==> src/rtl/dilithium_rej_sampler_pkg.sv <==
// ============================================================================
// Module : dilithium_rej_sampler_pkg
// Brief  : Shared constants and FSM encoding for the Dilithium rejection sampler.
// Rev    : 1.0 - initial release
// ============================================================================
`default_nettype none

package dilithium_rej_sampler_pkg;

    localparam int             c_cw     = 23;
    localparam logic [c_cw-1:0] c_q      = 23'd8380417;
    localparam logic [8:0]      c_n      = 9'd256;
    localparam logic [8:0]      c_n_last = 9'd255;

    typedef enum logic [1:0] {
        ST_IDLE = 2'd0,
        ST_RUN  = 2'd1,
        ST_DONE = 2'd2
    } state_t;

endpackage

`default_nettype wire

==> src/rtl/dilithium_rej_sampler_if.sv <==
// ============================================================================
// Module : dilithium_rej_sampler_if
// Brief  : Squeeze-word input stream and coefficient output stream bundle.
// Rev    : 1.0 - initial release
// ============================================================================
`default_nettype none

interface dilithium_rej_sampler_if;

    logic                                      in_write;
    logic [63:0]                               in_data;
    logic                                      in_ready;
    logic                                      coef_valid;
    logic                                      coef_ready;
    logic [dilithium_rej_sampler_pkg::c_cw-1:0] coef_data;
    logic [7:0]                                coef_idx;
    logic                                      coef_last;

    modport master (
        output in_write, in_data, coef_ready,
        input  in_ready, coef_valid, coef_data, coef_idx, coef_last
    );

    modport slave (
        input  in_write, in_data, coef_ready,
        output in_ready, coef_valid, coef_data, coef_idx, coef_last
    );

endinterface

`default_nettype wire

==> src/rtl/dilithium_rej_sampler_byte_buffer.sv <==
// ============================================================================
// Module : dilithium_rej_sampler_byte_buffer
// Brief  : 10-byte little-endian append/shift buffer feeding 3-byte candidates.
// Rev    : 1.0 - initial release
// ============================================================================
`default_nettype none

module dilithium_rej_sampler_byte_buffer (
    input  logic        clk,
    input  logic        rst,
    input  logic        i_clear,
    input  logic        i_load,
    input  logic [63:0] i_data,
    input  logic        i_pop3,
    output logic [3:0]  o_cnt,
    output logic [22:0] o_cand
);

    logic [79:0] r_buf;
    logic [3:0]  r_cnt;
    logic [79:0] w_shifted;

    // Bytes above r_cnt are always zero, so an OR places the new word.
    assign w_shifted = {16'd0, i_data} << {r_cnt, 3'b000};

    always_ff @(posedge clk) begin
        if (!rst) begin
            r_buf <= '0;
            r_cnt <= '0;
        end else if (i_clear) begin
            r_buf <= '0;
            r_cnt <= '0;
        end else if (i_load) begin
            r_buf <= r_buf | w_shifted;
            r_cnt <= r_cnt + 4'd8;
        end else if (i_pop3) begin
            r_buf <= {24'd0, r_buf[79:24]};
            r_cnt <= r_cnt - 4'd3;
        end
    end

    assign o_cnt  = r_cnt;
    // Byte 2 bit 7 is masked off: candidates are 23 bits.
    assign o_cand = r_buf[22:0];

endmodule

`default_nettype wire

==> src/rtl/dilithium_rej_sampler.sv <==
// ============================================================================
// Module : dilithium_rej_sampler
// Brief  : Dilithium RejNTTPoly uniform sampler over SHAKE128 squeeze words.
// Rev    : 1.0 - initial release
// ============================================================================
`default_nettype none

module dilithium_rej_sampler
    import dilithium_rej_sampler_pkg::*;
(
    input  logic                    clk,
    input  logic                    rst,
    input  logic                    start,
    output logic                    done,
    dilithium_rej_sampler_if.slave  io
);

    state_t          r_state;
    state_t          w_state_nxt;
    logic [8:0]      r_acc;
    logic            r_done;
    logic            r_valid;
    logic            r_last;
    logic [c_cw-1:0] r_data;
    logic [7:0]      r_idx;

    logic [3:0]      w_cnt;
    logic [c_cw-1:0] w_cand;
    logic            w_run;
    logic            w_enter_run;
    logic            w_in_ready;
    logic            w_load;
    logic            w_hs;
    logic            w_last_hs;
    logic            w_extract;
    logic            w_keep;

    assign w_run       = (r_state == ST_RUN);
    assign w_enter_run = start && (r_state != ST_RUN);
    assign w_in_ready  = w_run && (w_cnt < 4'd3);
    assign w_load      = io.in_write && w_in_ready;
    assign w_hs        = r_valid && io.coef_ready;
    assign w_last_hs   = w_hs && r_last;
    // Extraction only when the output slot is free or draining this cycle.
    assign w_extract   = w_run && (w_cnt >= 4'd3) && (!r_valid || io.coef_ready)
                         && (r_acc != c_n);
    assign w_keep      = w_extract && (w_cand < c_q);

    dilithium_rej_sampler_byte_buffer u_buf (
        .clk     (clk),
        .rst     (rst),
        .i_clear (w_enter_run),
        .i_load  (w_load),
        .i_data  (io.in_data),
        .i_pop3  (w_extract),
        .o_cnt   (w_cnt),
        .o_cand  (w_cand)
    );

    always_ff @(posedge clk) begin
        if (!rst) begin
            r_state <= ST_IDLE;
        end else begin
            r_state <= w_state_nxt;
        end
    end

    always_comb begin
        w_state_nxt = r_state;
        case (r_state)
            ST_IDLE: if (start)     w_state_nxt = ST_RUN;
            ST_RUN:  if (w_last_hs) w_state_nxt = ST_DONE;
            ST_DONE: if (start)     w_state_nxt = ST_RUN;
            default:                w_state_nxt = ST_IDLE;
        endcase
    end

    always_ff @(posedge clk) begin
        if (!rst) begin
            r_acc   <= '0;
            r_done  <= 1'b0;
            r_valid <= 1'b0;
            r_last  <= 1'b0;
            r_data  <= '0;
            r_idx   <= '0;
        end else begin
            if (w_enter_run) begin
                r_acc  <= '0;
                r_done <= 1'b0;
            end else begin
                if (w_keep)    r_acc  <= r_acc + 9'd1;
                if (w_last_hs) r_done <= 1'b1;
            end

            if (w_keep) begin
                r_valid <= 1'b1;
                r_data  <= w_cand;
                r_idx   <= r_acc[7:0];
                r_last  <= (r_acc == c_n_last);
            end else if (w_hs) begin
                r_valid <= 1'b0;
            end
        end
    end

    assign io.in_ready   = w_in_ready;
    assign io.coef_valid = r_valid;
    assign io.coef_data  = r_data;
    assign io.coef_idx   = r_idx;
    assign io.coef_last  = r_last;
    assign done          = r_done;

endmodule

`default_nettype wire

==> src/flat_wrapper.sv <==
// flat-port wrapper written by rule: the top's interface ports become plain ports
module dilithium_rej_sampler_flat import dilithium_rej_sampler_pkg::*;
  (clk, rst, start, done, io_in_write, io_in_data, io_coef_ready, io_in_ready, io_coef_valid, io_coef_data, io_coef_idx, io_coef_last);
  dilithium_rej_sampler_if io_i ();
  input  logic clk;
  input  logic rst;
  input  logic start;
  output logic done;
  input wire logic [$bits(io_i.in_write)-1:0] io_in_write;
  input wire logic [$bits(io_i.in_data)-1:0] io_in_data;
  input wire logic [$bits(io_i.coef_ready)-1:0] io_coef_ready;
  output wire logic [$bits(io_i.in_ready)-1:0] io_in_ready;
  output wire logic [$bits(io_i.coef_valid)-1:0] io_coef_valid;
  output wire logic [$bits(io_i.coef_data)-1:0] io_coef_data;
  output wire logic [$bits(io_i.coef_idx)-1:0] io_coef_idx;
  output wire logic [$bits(io_i.coef_last)-1:0] io_coef_last;
  assign io_i.in_write = io_in_write;
  assign io_i.in_data = io_in_data;
  assign io_i.coef_ready = io_coef_ready;
  assign io_in_ready = io_i.in_ready;
  assign io_coef_valid = io_i.coef_valid;
  assign io_coef_data = io_i.coef_data;
  assign io_coef_idx = io_i.coef_idx;
  assign io_coef_last = io_i.coef_last;
  dilithium_rej_sampler u_core (.clk(clk), .rst(rst), .start(start), .done(done), .io(io_i));
endmodule
==> config.mk <==
export PLATFORM = sky130hd
export DESIGN_NAME = dilithium_rej_sampler_flat
export DESIGN_NICKNAME = d
export VERILOG_FILES = /design/src/rtl/dilithium_rej_sampler_pkg.sv /design/src/rtl/dilithium_rej_sampler_if.sv /design/src/rtl/dilithium_rej_sampler_byte_buffer.sv /design/src/rtl/dilithium_rej_sampler.sv /design/src/flat_wrapper.sv
export SDC_FILE = /design/constraint.sdc
export NUM_CORES = 1
export LEC_CHECK = 0
export CAP_MARGIN = 25
export CORE_MARGIN = 1
export CORE_UTILIZATION = 30
export CTS_BUF_LIST = sky130_fd_sc_hd__clkbuf_8
export DETAILED_ROUTE_END_ITERATION = 16
export HOLD_SLACK_MARGIN = 0.02
export PLACE_DENSITY = 0.53
export SYNTH_ARGS = -nofsm -noshare
export SYNTH_HDL_FRONTEND = slang
export SYNTH_SLANG_ARGS = --single-unit
==> constraint.sdc <==
create_clock -name clk -period 2.9 [get_ports clk]
set_input_delay 0.58 -clock clk [delete_from_list [all_inputs] [get_ports clk]]
set_output_delay 0.58 -clock clk [all_outputs]
set_load 0.02 [all_outputs]
==> results of run 1 <==
flip-flops by register name, indices dropped and copies added (netlist names):
register              cells
u_core.u_buf.r_buf       77
u_core.io.coef_data      23
u_core.r_acc              9
u_core.io.coef_idx        8
u_core.u_buf.o_cnt        4
u_core.r_state            2
u_core.done               1
u_core.io.coef_last       1
u_core.io.coef_valid      1
layout make-up:
cell class              instances  area, µm²
well taps                     270        338
repair buffers                119       1220
fillers                      2190      12500
inverters                       5       18.8
clock buffers                  18        248
flip-flops and latches        126       2530
clock inverters                14        166
multi-input cells             572       3560
layer usage:
metal,vias up,part of all wire (%),GRT usage [%]
li1,2939,-,-
met2,170,40,24.2
met5,-,0,0
met3,17,5.3,3.46
met1,2756,53,28.1
met4,0,1.1,5.26
critical path, stage by stage, from the launching register on:
cell and delay, ps:
dfxtp_1 510, nor3_2 410, and2_1 200, clkdlybuf4s50_1 600
logic make-up after synthesis:
group | count (synthesis)
simple gates | 261
compound gates | 233
flops | 126
buf+inv | 75
mux | 72
fa+ha+maj | 4
xor+xnor | 2
synthesized netlist by cell type (3+ instances only):
cell type	number	area, µm²
or3_1	5	31.3
nor2_1	33	124
inv_1	5	18.8
o31ai_1	7	52.6
a22oi_1	51	383
mux4_2	11	248
a21oi_1	57	285
a211oi_1	3	22.5
and3_1	3	18.8
mux2_2	29	327
nand2_1	157	589
buf_2	21	105
a221oi_1	13	114
a31oi_1	11	68.8
ha_1	4	50.1
nand3_1	38	190
o21a_1	7	52.6
nor3_1	3	15.0
mux2i_1	32	320
nor2b_1	8	50.1
clkbuf_1	42	158
o21ai_0	72	360
buf_1	6	22.5
dfxtp_1	126	2520
path summary, 6_finish.rpt:
path                                              from  slack (ps)                endpoint
worst min-delay path                               rst         450    u_core.io.coef_valid
worst max register to register         u_core.r_acc[0]         460         u_core.r_acc[7]
worst max-delay path             u_core.u_buf.o_cnt[3]         160             io_in_ready
worst min register to register  u_core.u_buf.r_buf[74]         460  u_core.u_buf.r_buf[50]
stage by stage:
step | cells | util, % | hold slack, ps | instance area, µm² | total power [W]
after floorplan | 773 | - | 425 | 6370 | 0.00203
after global placement | 1091 | 37.3 | 437 | 7660 | 0.00224
after detailed placement | 1092 | 37.3 | 441 | 7670 | 0.00224
after CTS | 1124 | 39.3 | 431 | 8080 | 0.00385
after global routing | 1124 | 39.3 | 449 | 8080 | 0.00396
final | 1124 | 39.3 | 452 | 8080 | 0.00382
cells in the final DEF, fill, tap and decap left out, types with 7 or more instances in the layout:
| master | netlist | routed |
|---|---|---|
| o31ai_1 | 7 | 7 |
| dfxtp_1 | 126 | 124 |
| o21ai_0 | 72 | 72 |
| nor2_1 | 33 | 33 |
| nand3_1 | 38 | 38 |
| o21a_1 | 7 | 7 |
| mux2i_1 | 32 | 32 |
| nand2_1 | 157 | 157 |
| clkbuf_8 | 0 | 18 |
| buf_4 | 1 | 10 |
| clkdlybuf4s50_1 | 0 | 102 |
| a21oi_1 | 57 | 57 |
| mux2_2 | 29 | 29 |
| a221oi_1 | 13 | 13 |
| a31oi_1 | 11 | 11 |
| mux4_2 | 11 | 11 |
| nor2b_1 | 8 | 8 |
| a22oi_1 | 51 | 51 |
power by group through the flow:
stage	Clock (W)	Sequential, W	Combinational (W)
floorplan	0	0.00181	0.000223
global placement	0	0.00182	0.000420
detailed placement	0	0.00182	0.000421
CTS	0.00165	0.00178	0.000423
global route	0.00172	0.00178	0.000459
finish	0.00161	0.00178	0.000424
==> results.ini, run 1 <==
[detailed_routing]
drc = 0
vias = 5882
via_per_inst = 5.23
ant_nets = 0
wire_per_inst_um = 16.9
drt_wl_total_um = 19000
drt-initial-drc-count = 382
dr.pass1.iters = 4

[placed_design]
hpwlAfterDp_um = 13100
finalWeightedCongestion = 0.759
pre_cts_slack_ps = 307
place.port_buffers = 103

[cts]
cts_tree = yes
insertion_delay_ps = 450
holdBufCountCts = 0
clk_pin_slew_ps = 70
cts_buffer_depth = 2
cts_made_buffers = 17
cts_num_sinks = 126
htree_levels = 4
post_cts_buffers = 0
root_buffer = clkbuf_8
post_cts_resized = 0

[cells_and_area]
drive_above_1_share_pct = 11.5
diodes = 0
nets = 914
syn_to_final_growth_pct = 26.8

[die]
die-area_um2 = 21800
chipWidth_um = 148
rows = 52
core_um2 = 20600
initial_core_util_pct = 31.0
io_pins = 104
die_y_um = 148

[timing]
rsz0062_at_grt = false
fin_skew_ps = 15.5
setup_slack_ps = 163
period_needed_ps = 2740
setup_violations = 0
finalHoldViolCount = 0
fmax_mhz = 365
slew_headroom_pct = 47.7
min_period_over_period_pct = 94.4
slew_viol_final = 0
tns_ps = 0
worst_pin_slew_ps = 782

[outcome]
status = finished clean

[yosys]
synthXorXnorAreaFrac_pct = 0.275
synth_fa_ha_area_share_pct = 0.785
yosys.area_share.simple_pct = 17.7
ys_ff_latch = 126
synth_area_um2 = 6370
synth_edf_count = 0
synth_ff_type = dfxtp_1
synth_top_family_by_area = compound AO/OA/AOI/OAI gates
ys_types = 45
synth_cells = 773
syn_area_per_cell_um2 = 8.24
synthArstFlopShare_pct = 0
synth_compound_area_share_pct = 22.8
yosys_warnings = 0
synth_mux_area_share_pct = 14.0
syn_nets = 846
ys_seq_area_share_pct = 39.6

[pwr]
swShare_pct = 26.0
internal-power_w = 0.00282
ir_worst_vdd_mv = 0.244
power_density_nw_per_um2 = 472
clkPwrFrac_pct = 42.3
power.switching_w = 0.000994
seq_power_share_pct = 46.6
p_leak_nw = 2.44
p_comb_share_pct = 11.1

[flow_run]
drv_cap = 0

[global_routing]
grt_pass1_vias = 5373
grt_max_degree = 97
grt_antenna_before_repair = 0
grt_pass1_wl_um = 30400
globalRoute.totalOverflow = 0
grt_usage_pct = 17.9

[min_path]
hold_path_class = in2reg
holdPathStages = 2

[worst_setup_path]
critPathRequiredTime_ps = 2320
critical_path_class = reg2out
cp.arrival_ps = 2160
end_kind = output pin
reg2regPathDepth = 8
path_max_fanout = 12
worst_setup_path_start_kind = register

Note: power is estimated with default switching activity, not from simulation.
==> run 2: changes to the inputs <==
--- a/config.mk
+++ b/config.mk
@@ -9,8 +9,9 @@
 export CORE_MARGIN = 1
 export CORE_UTILIZATION = 30
 export CTS_BUF_LIST = sky130_fd_sc_hd__clkbuf_8
+export CTS_CLUSTER_SIZE = 12
 export DETAILED_ROUTE_END_ITERATION = 16
-export HOLD_SLACK_MARGIN = 0.02
+export HOLD_SLACK_MARGIN = 0.12
 export PLACE_DENSITY = 0.53
 export SYNTH_ARGS = -nofsm -noshare
 export SYNTH_HDL_FRONTEND = slang
==> results of run 2 <==
The final DEF is identical to that of run 1; final timing and power are the same.
==> edit (flow settings as in run 1) <==
The 3 states of `state_t` get a one-hot encoding in 3 bits.
--- a/src/rtl/dilithium_rej_sampler_pkg.sv
+++ b/src/rtl/dilithium_rej_sampler_pkg.sv
@@ -14,6 +14,6 @@
 
-    typedef enum logic [1:0] {
-        ST_IDLE = 2'd0,
-        ST_RUN  = 2'd1,
-        ST_DONE = 2'd2
+    typedef enum logic [2:0] {
+        ST_IDLE = 3'b001,
+        ST_RUN  = 3'b010,
+        ST_DONE = 3'b100
     } state_t;
Behaviour: same outputs for any inputs over 4 cycles, from zero or initial values and one cycle with rst low; so few cycles prove little.
==> edit against run 1 <==
  * First-iteration DRC count grew 2.6%
  * Cell count grew 3.6%
  * Synthesized cell count grew 4.1%
  * Synthesized area grew 5.6%
  * Worst hold slack lost 0.029 ns
  * Routed wire length grew 7.8%
  * Setup slack lost 0.00051 ns
  * Total power shrank 3.0%
  * Cell area grew 4.6%
  * Largest cell class unchanged
  * Critical path type unchanged
  * Sequential cell count grew 1
  * Via count grew 5.8%
  * Utilization shrank 0.68 points
  * Non-clock buffer count grew 4
==> edit: results (changes against run 1) <==
[outcome]
status=finished clean

[worst_setup_path]
worst_path_largest_cell_delay_ns=0.66  ; +0.06 ns
cp_slowest_cell=clkdlybuf4s50_1
critPathArrivalTime_ns=2.16  ; about the same
crit_path_max_fanout=8  ; -4
reg2reg_setup_slack_ns=0.65  ; +0.19 ns

[cells_and_area]
final_nets=946  ; +3.5%
largest_reg_flops=77  ; unchanged
layout-drive-gt1-share_pct=9.944  ; -1.5 points
n_fill_cell=2289  ; +4.5%

[placement]
dp_slack_ns=0.4365  ; +0.1296 ns
portBuffers=103  ; unchanged
routabilityCongestion=0.7623  ; +0.47%
dp_hpwl_mm=14.07  ; +7.5%

[logic_synthesis]
async_flop_share_pct=0  ; unchanged
synth_ff_type=dfxtp_1
yosys_warnings=0  ; unchanged
ys_seq_area_share_pct=37.79  ; -1.8 points
synth.distinct_cells=55  ; +22%
synth.top_cells.by_count=130 x nand2_1, 127 x dfxtp_1, 70 x o21ai_0, 57 x mux2i_1, 51 x clkbuf_1
synthTopCellsByArea=dfxtp_1 38%, mux2i_1 8.5%, nand2_1 7.3%
syn_nets=878  ; +3.8%

[clock_tree]
cts_resized=1  ; +1
clk_latency_ns=0.44
cts_max_level=4  ; unchanged
clockBufferDepth=2  ; unchanged
postCtsSetupBuffers=0  ; unchanged

[sta]
worst_slack_ns=0.1625  ; -0.0005090 ns
relSlewSlack_pct=53.23  ; +5.5 points
holdWs_ns=0.4225  ; -0.02938 ns
fin_skew_ns=0.008168  ; -0.007379 ns

[hold_path]
hold_path_class=in -> reg

[route]
first_pass_iters=6  ; +2
drtIter0Drc=392  ; +2.6%
routed_via_density=5.343  ; +2.1%
totalWireLength_mm=20.48  ; +7.8%

[grt]
antenna_found_initial=0  ; unchanged
grt_pass1_wl_mm=31.91  ; +4.8%
grtUsageTotal_pct=18.17  ; +0.23 points
grt_pass1_vias=5502  ; +2.4%
grt_start_max_net_pins=106  ; +9.3%

[power_and_ir_drop]
max-vdd-ir-drop_mv=0.2229  ; -8.7%
p_leak_nw=2.626  ; +7.4%

edit: cell count changes after synthesis, moves of 8 or more:
cell and delta:
a211oi_1 +12, a21oi_1 -12, a22oi_1 -43, a31oi_1 +8, buf_2 -8, clkbuf_1 +9, mux2_2 -9, mux2i_1 +25
nand2_1 -27, nand3_1 +9, nor2b_1 +9, o2bb2ai_1 +14
edit: final cells by class:
| class | instances | area, um^2 | area share (%) |
|---|---|---|---|
| clock inverter | 8 | 111.4 | 1.317 |
| sequential | 127 | 2550 | 30.16 |
| clock buffer | 23 | 316.6 | 3.744 |
| multi-input combinational | 597 | 3875 | 45.83 |
| timing repair buffer | 123 | 1226 | 14.50 |
| inverter | 7 | 26.28 | 0.3107 |
| tap | 280 | 350.3 | 4.143 |
edit: path summary, 6_finish.rpt:
check                            to  cells after the start                  start
setup / recovery        io_in_ready                      3      u_core.r_state[2]
hold / removal    u_core.r_state[0]                      2                    rst
hold reg to reg         u_core.done                      2            u_core.done
setup reg to reg    u_core.r_acc[5]                      6  u_core.u_buf.o_cnt[2]
edit: kinds of logic (layout without fill, tap and decap cells):
logic type	count (synthesis)	in the layout	share of synthesized area, %
AO/OA/AOI/OAI	238	238	23.10
multiplexers	87	87	15.18
buffers and inverters	81	161	4.873
flip-flops	127	127	37.79
AND/OR/NAND/NOR	266	266	18.06
adder cells (fa/ha/maj)	4	4	0.7439
XOR/XNOR	2	2	0.2604
edit: per-stage QoR:
stage	cells	instance area [um^2]	total power, mW
final	1165	8456	3.703
after global routing	1165	8456	3.843
after CTS	1165	8456	3.740
after detailed placement	1134	8023	2.094
after global placement	1134	8023	2.095
after floorplan	805	6728	1.926
edit: power by group:
part	internal [mW]	total, mW	switching (mW)	leakage [nW]
combinational	0.151	0.306	0.155	1.37
clock	0.973	1.64	0.672	0.232
sequential	1.75	1.75	0.00570	1.02
edit: worst max-delay path, delay by kind of cell (launching register included):
family / cells / cell delay, ns
buf+inv: 1 / 0.66
simple gates: 2 / 0.68
flops: 1 / 0.38
edit: metal layers:
layer	global-route usage (%)	part of all wire [%]
met1	27.92	52
met2	24.93	41
met3	3.832	6.4
met4	4.950	0.70
met5	0	0
